--- src/rtl/ws2812_pkg.sv ---
// ws2812_pkg: shared state, color type and frame geometry for the WS2812 grid driver
package ws2812_pkg;
  typedef enum logic [1:0] {IDLE, SEND, LATCH} state_t;
  typedef logic [23:0] grb_t;
  localparam int PIXELS = 64;
  localparam int BITS_PER_PIXEL = 24;
  function automatic grb_t cell_color(input logic live, input grb_t on_color);
    return live ? on_color : '0;
  endfunction
endpackage

--- src/rtl/ws2812_bit_timer.sv ---
// ws2812_bit_timer: shapes one WS2812 bit period; go restarts it, bit_done marks its final cycle
module ws2812_bit_timer #(
  parameter int T0H = 4,
  parameter int T1H = 9,
  parameter int BIT_CYCLES = 15
) (
  input  logic clk,
  input  logic rst_n,
  input  logic go,
  input  logic bit_val,
  output logic dout,
  output logic bit_done
);
  localparam int CW = $clog2(BIT_CYCLES);
  logic [CW-1:0] cnt;
  logic active;
  logic bv;
  assign bit_done = active && cnt == CW'(BIT_CYCLES - 1);
  assign dout = active && cnt < (bv ? CW'(T1H) : CW'(T0H));
  // go loads a new bit so bits chain with no gap; otherwise count through the period and stop
  always_ff @(posedge clk or negedge rst_n)
    if (!rst_n) begin
      cnt <= '0;
      active <= 1'b0;
      bv <= 1'b0;
    end else if (go) begin
      cnt <= '0;
      active <= 1'b1;
      bv <= bit_val;
    end else if (bit_done) begin
      cnt <= '0;
      active <= 1'b0;
    end else if (active)
      cnt <= cnt + CW'(1);
endmodule

--- src/rtl/ws2812_grid_driver.sv ---
// ws2812_grid_driver: serialises an 8x8 life grid onto a WS2812 chain, one frame per start
module ws2812_grid_driver
  import ws2812_pkg::*;
#(
  parameter int   T0H = 4,
  parameter int   T1H = 9,
  parameter int   BIT_CYCLES = 15,
  parameter int   RESET_CYCLES = 960,
  parameter grb_t ON_COLOR = 24'h00_10_00
) (
  input  logic        clk,
  input  logic        rst_n,
  input  logic        start,
  input  logic [63:0] grid_in,
  output logic        led_dout,
  output logic        busy,
  output logic        frame_done
);
  localparam int PW = $clog2(PIXELS);
  localparam int BW = $clog2(BITS_PER_PIXEL);
  localparam int LW = RESET_CYCLES > 1 ? $clog2(RESET_CYCLES) : 1;
  if (!(T0H >= 1 && T0H < T1H && T1H < BIT_CYCLES && RESET_CYCLES >= 1)) begin : g_bad_params
    $error("ws2812_grid_driver: illegal timing parameters");
  end
  state_t state;
  logic [PIXELS-1:0] snap;
  logic [PW-1:0] pix, npix;
  logic [BW-1:0] bitn, nbit;
  logic [LW-1:0] lcnt;
  logic go, bit_val, bit_done, wrap, last_bit, latch_end;
  grb_t first_color, next_color;
  assign busy = state != IDLE;
  assign latch_end = lcnt == LW'(RESET_CYCLES - 1);
  // the first bit comes straight from grid_in so the line rises on the accepting edge
  always_comb begin
    wrap = bitn == BW'(BITS_PER_PIXEL - 1);
    last_bit = bit_done && wrap && pix == PW'(PIXELS - 1);
    npix = wrap ? pix + PW'(1) : pix;
    nbit = wrap ? '0 : bitn + BW'(1);
    first_color = cell_color(grid_in[0], ON_COLOR);
    next_color = cell_color(snap[npix], ON_COLOR);
    go = (state == IDLE && start) || (state == SEND && bit_done && !last_bit);
    bit_val = state == IDLE ? first_color[23] : next_color[BW'(BITS_PER_PIXEL - 1) - nbit];
  end
  // frame sequencing: capture, walk pixels/bits, hold the latch low time, then report done
  always_ff @(posedge clk or negedge rst_n)
    if (!rst_n) begin
      state <= IDLE;
      snap <= '0;
      pix <= '0;
      bitn <= '0;
      lcnt <= '0;
      frame_done <= 1'b0;
    end else begin
      frame_done <= 1'b0;
      if (state == IDLE && start) begin
        snap <= grid_in;
        pix <= '0;
        bitn <= '0;
        state <= SEND;
      end else if (state == SEND && bit_done) begin
        pix <= last_bit ? '0 : npix;
        bitn <= last_bit ? '0 : nbit;
        lcnt <= '0;
        state <= last_bit ? LATCH : SEND;
      end else if (state == LATCH) begin
        lcnt <= latch_end ? '0 : lcnt + LW'(1);
        frame_done <= latch_end;
        state <= latch_end ? IDLE : LATCH;
      end
    end
  ws2812_bit_timer #(.T0H(T0H), .T1H(T1H), .BIT_CYCLES(BIT_CYCLES)) u_bit_timer (
    .clk(clk),
    .rst_n(rst_n),
    .go(go),
    .bit_val(bit_val),
    .dout(led_dout),
    .bit_done(bit_done)
  );
endmodule

--- config.mk ---
export PLATFORM = sky130hd
export DESIGN_NAME = ws2812_grid_driver
export DESIGN_NICKNAME = d
export VERILOG_FILES = /design/src/rtl/ws2812_pkg.sv /design/src/rtl/ws2812_bit_timer.sv /design/src/rtl/ws2812_grid_driver.sv
export SDC_FILE = /design/constraint.sdc
export NUM_CORES = 1
export LEC_CHECK = 0
export BUFFER_PORTS_ARGS = -buffer_cell sky130_fd_sc_hd__buf_2
export CAP_MARGIN = 20
export CORE_ASPECT_RATIO = 0.7
export CORE_MARGIN = 8
export CORE_UTILIZATION = 45
export CTS_BUF_LIST = sky130_fd_sc_hd__clkbuf_4 sky130_fd_sc_hd__clkbuf_8 sky130_fd_sc_hd__clkbuf_16
export DETAILED_ROUTE_END_ITERATION = 10
export PLACE_DENSITY = 0.64
export SLEW_MARGIN = 20
export SYNTH_ARGS = -nofsm -noshare
export SYNTH_HDL_FRONTEND = slang
export SYNTH_SLANG_ARGS = --single-unit
--- constraint.sdc ---
create_clock -name clk -period 2.8 [get_ports clk]
set_input_delay 0.56 -clock clk [delete_from_list [all_inputs] [get_ports clk]]
set_output_delay 0.56 -clock clk [all_outputs]
set_load 0.005 [all_outputs]
======== Word-level counts from Yosys, hierarchy flattened ========
Cells that the tools add are included.
Widths: inputs -> output; s select.
word-level totals
  flip-flop bits (word level) ............. 94
  input port bits ......................... 67
  output and inout port bits .............. 3
  word-level logic and storage cells ...... 72
operators by class
  $add $sub $neg .......................... 5
  order comparisons ....................... 3
  equal/unequal tests ..................... 6
  muxes and demuxes ....................... 31
  bitwise logic cells ..................... 1
  reduce and logical (&&, ||, !) cells .... 17
operator list
  kind                   number
  $mux 10                3
  $mux 6                 4
  $mux 5                 4
  $mux 4                 4
  $mux 13                1
  $add 10x1->10 const B  1
  $eq 10x10->1 const B   1
  $mux 2                 5
  $mux 1                 8
  $reduce_bool 2->1      4
  $logic_and 1x1->1      7
  $lt 6x7->1 const B     1
  $add 6x1->6 const B    1
  $bmux 1 s6             1
  $eq 6x6->1 const B     1
  $lt 5x6->1 const B     1
  $reduce_bool 3->1      2
  $add 5x1->5 const B    1
  $bmux 1 s5             1
  $eq 5x5->1 const B     1
  $sub 5x5->5 const A    1
  $add 4x1->4 const B    1
  $eq 4x4->1 const B     1
  $lt 4x4->1             1
  other kinds (7)        7

======== Longest topological paths before layout ========
  depth in word-level cells ............... 8
  gate-level depth with buffers ........... 10
  gate-level depth less buffers ........... 9

======== Cells and area by module ========
Synthesis repeated with hierarchy kept, for this count alone.
unflattened totals
  cell total of the unflattened synthesis .. 485
  area, all modules ....................... 5361.4 um^2
by module, submodules not included
  module              instances  cells each  area each (um^2)  sequential area each (um^2)
  ws2812_grid_driver  1          451         4999.8            2202.1
  ws2812_bit_timer    1          34          361.6             150.1

======== Worst setup path before layout ========
No wires, ideal clock.
  path type ............................... register -> register
  start point ............................. reg bitn[0]
  end point ............................... reg u_bit_timer.bv
  library setup time ...................... 133 ps
  arrival time ............................ 2215 ps
  data required time ...................... 2667 ps
  path slack .............................. 452 ps
  stages on the path, launching flop included .. 11
  buffers on the path ..................... 2
  clock period less this slack ............ 2348 ps
  path through ............................ dfrtp_1 > ha_1 > buf_2 > and4b_1 > nand2_2 > a21boi_0 > buf_2 > a211oi_1 > or4_1 > o311ai_1 > o211ai_2
on the way
  word-level cells in the longest chain between the ends .. 8
  elaborated cells on any way between the ends .. 16
  those cells by class .................... add/sub: 2; eq/ne: 1; mux: 8; reduce/logical: 5
RTL lines
  element                       line                      RTL
  from (decl)                   ws2812_grid_driver.sv:28  logic [BW-1:0] bitn, nbit;
  from (signal assigned)        ws2812_grid_driver.sv:63  bitn <= last_bit ? '0 : nbit;
  $eq 5x5->1                    ws2812_grid_driver.sv:36  wrap = bitn == BW'(BITS_PER_PIXEL - 1);
  $mux 6                        ws2812_grid_driver.sv:38  npix = wrap ? pix + PW'(1) : pix;
  $bmux 1 s6                    ws2812_grid_driver.sv:41  next_color = cell_color(snap[npix], ON_COLOR);
  $mux 1 (not written as such)  ws2812_grid_driver.sv:41
  $mux 13                       ws2812_pkg.sv:8           return live ? on_color : '0;
  $bmux 1 s5                    ws2812_grid_driver.sv:43  bit_val = state == IDLE ? first_color[23] : next_color[BW'(BITS_PER_PIXEL - 1) - nbit];
  $mux 1 (not written as such)  ws2812_grid_driver.sv:43
  $mux 1                        ws2812_grid_driver.sv:43
  to (signal assigned)          ws2812_bit_timer.sv:29    bv <= bit_val;
  to (decl)                     ws2812_bit_timer.sv:17    logic bv;
Parallel ways exist; a longest one is shown, timed or not. The select of a mux whose other input is x is not followed.
A chain may end at the register's enable or synchronous reset.

======== Worst setup path in the final report ========
Same ends and word-level chain as after synthesis.

==> flow_metrics.py <==
metrics = {
    "worst_setup_path": {
        "critical_path_class": "flip-flop to flip-flop",
        "slowest_stage": "or4_1",
        "reg2regPathDepth": 8,
        "r2r_end": "u_bit_timer.bv",
        "crit_fanout": 9,
        "arrival_ns": 2.87,
        "r2r_start": "bitn[0]",
        "required_ns": 3.02,
        "r2r_slack_ns": 0.15,
        "max_stage_delay_ns": 0.47,
        "cp-start-kind": "flip-flop",
        "path_cells": "ha_2 > nand4b_4 > xnor2_4 > mux2i_1 > a211oi_1 > or4_1 > o311ai_1 > o211ai_2",
        "setup.worst_path.end_class": "flip-flop",
    },
    "timing": {
        "min_period_over_period": 0.945,
        "worst_slew_pin_slew_ns": 0.618,
        "rsz0062_at_grt": "no",
        "slew_headroom": 0.587,
        "drv_slew": 0,
        "fin_skew_ns": 0.00693,
        "setup_viol": 0,
        "max_freq_mhz": 378,
        "fin_crit_ns": 2.65,
        "hold_violations": 0,
        "setup_tns_ns": 0,
    },
    "layout": {
        "area_growth_pct": 17.7,
        "layout_commonest_cell": "nand2_1",
        "drive_gt1_frac": 0.195,
        "layout_common_cells": "nand2_1 (217), dfrtp_1 (93), buf_2 (68)",
        "nets": 727,
        "fin_area_um2": 5920,
        "diodes": 0,
    },
    "synthesis": {
        "yosys.cell_types.count": 57,
        "synthTopCellsByArea": "dfrtp_1 (47%), nand2_1 (16%), mux2i_1 (7.0%)",
        "syn_area_um2": 5030,
        "avgSynthCellArea_um2": 8.63,
        "synth_edf_count": 0,
        "synth.top_cell.area_share": 0.468,
        "async_reset_ff_frac": 1.00,
        "synth_area_leader_cell": "dfrtp_1",
        "ys_ff_latch": 94,
        "netlist_instances": 583,
        "ys.flop_type": "dfrtp_1",
        "syn_nets": 657,
        "ys_seq_area_frac": 0.468,
        "ys_warn_count": 0,
    },
    "routing": {
        "ant_nets": 0,
        "firstDrtPassIters": 5,
        "wl_per_cell_um": 15.6,
        "routed_wl_um": 12700,
        "vias": 4323,
        "drt_iter0_markers": 254,
        "drc": 0,
        "via_per_inst": 5.33,
    },
    "grt": {
        "grt_max_degree": 44,
        "antenna_found_initial": 0,
        "gr-usage-all-layers": 0.177,
        "grt_pass1_vias": 4268,
        "grt_pass1_wl_um": 21600,
        "grt.overflow.total": 0,
    },
    "cts": {
        "htree_levels": 3,
        "cts_root_buf": "clkbuf_16",
        "cts.sinks": 94,
        "cts_tree": "yes",
        "clk_latency_ns": 0.34,
        "cts_max_path_buffers": 2,
        "path_clk_slew_ns": 0.07,
        "cts_buffers": 9,
        "cts_hold_buf": 0,
    },
    "die": {
        "dieWidth_um": 142,
        "ios": 70,
        "initial_core_util": 0.458,
        "die_area_um2": 14900,
        "coreArea_um2": 11000,
        "row_count": 32,
        "die_h_um": 104,
    },
    "flow_run": {
        "max-cap-violations": 0,
    },
    "placement": {
        "place_congestion": 0.930,
        "placed_cell_area_um2": 5610,
        "dp_hpwl_um": 9200,
        "io_buffers": 69,
    },
    "power": {
        "power_density_nw_per_um2": 440,
        "ir_drop_mv": 0.278,
        "leakage_nw": 3.22,
    },
    "status": {
        "outcome": "finished, final reports clean",
    },
    "min_path": {
        "holdCritPathClass": "primary input to asynchronous set/reset pin",
    },
}
synthesized netlist by cell type (3+ instances only):
library cell,count
xnor2_1,4
buf_1,4
clkbuf_1,20
nor3_1,6
ha_1,7
o21ai_0,31
xor2_1,5
nand2_1,218
a211oi_1,7
nor2_1,23
a31oi_1,3
nor2b_1,3
nand3_1,21
a22oi_1,5
and3_1,6
a21oi_1,12
mux2_2,7
nand2b_1,9
dfrtp_1,94
mux2i_1,35
buf_4,3
inv_1,6
buf_2,6
o221ai_1,10
cell type report:
cell class	count	area [um2]
clock buffers	12	254
flip-flops and latches	94	2350
multi-input cells	450	2520
clock inverters	4	31.3
repair buffers	92	546
fillers	1070	5050
well taps	153	191
inverters	6	22.5
metal layers:
metal	global-route usage	vias to the layer above	part of all wire
li1	-	2124	-
met1	0.264	2051	0.51
met2	0.243	133	0.41
met3	0.0454	15	0.066
met4	0.0469	0	0.0078
met5	0	-	0
power by group:
part / total (mW) / internal [mW] / switching (mW)
combinational: 0.0776 / 0.0369 / 0.0406
clock: 1.17 / 0.650 / 0.521
sequential: 1.36 / 1.36 / 0
total: 2.61 / 2.04 / 0.561
through the flow:
step	instances	hold slack, ns	util	power [mW]	worst slack, ns
4_1_cts	808	0.206	0.537	2.63	0.0991
3_5_place_dp	792	0.463	0.511	1.46	0.119
5_1_grt	811	0.228	0.539	2.70	0.0340
6_report	811	0.191	0.539	2.61	0.154
3_3_place_gp	792	0.454	0.511	1.46	0.222
2_1_floorplan	583	0.264	-	1.38	0.452
registers in the layout, summed over array words and instances (netlist names):
name / flops
u_bit_timer.active: 1
bitn: 5
pix: 6
snap: 64
u_bit_timer.bv: 1
u_bit_timer.cnt: 4
lcnt: 10
state: 2
frame_done: 1
worst max path at each step:
stage / endpoint / cells past startpoint / start / slack, ns
2_1_floorplan: u_bit_timer.bv / 10 / bitn[0] / 0.45
3_3_place_gp: u_bit_timer.bv / 8 / bitn[0] / 0.22
3_5_place_dp: u_bit_timer.bv / 8 / bitn[0] / 0.12
4_1_cts: u_bit_timer.bv / 8 / bitn[0] / 0.1
5_1_grt: u_bit_timer.bv / 8 / bitn[0] / 0.03
6_report: u_bit_timer.bv / 8 / bitn[0] / 0.15
critical path: cells and delay by family, from the launching register on:
| family | cells | cell delay [ns] |
|---|---|---|
| compound gates | 3 | 0.34 |
| simple gates | 2 | 0.72 |
| xor+xnor | 1 | 0.39 |
| fa+ha+maj | 1 | 0.30 |
| flops | 1 | 0.41 |
| mux | 1 | 0.36 |
cell families (layout without fill, tap and decap cells):
kind of cell | count (synthesis) | after routing | share of synthesized area
flip-flops | 94 | 94 | 0.468
buffers and inverters | 39 | 114 | 0.0328
XOR/XNOR | 10 | 10 | 0.0211
multiplexers | 42 | 42 | 0.0853
AO/OA/AOI/OAI | 89 | 89 | 0.119
AND/OR/NAND/NOR | 302 | 302 | 0.256
adder cells (fa/ha/maj) | 7 | 7 | 0.0174
repair_timing:
action / in CTS / in global routing
buffers inserted: 0 / 3
endpoints found under the setup margin: 0 / 1
gates resized for setup: 0 / 2
(Power assumes the default switching activity.)
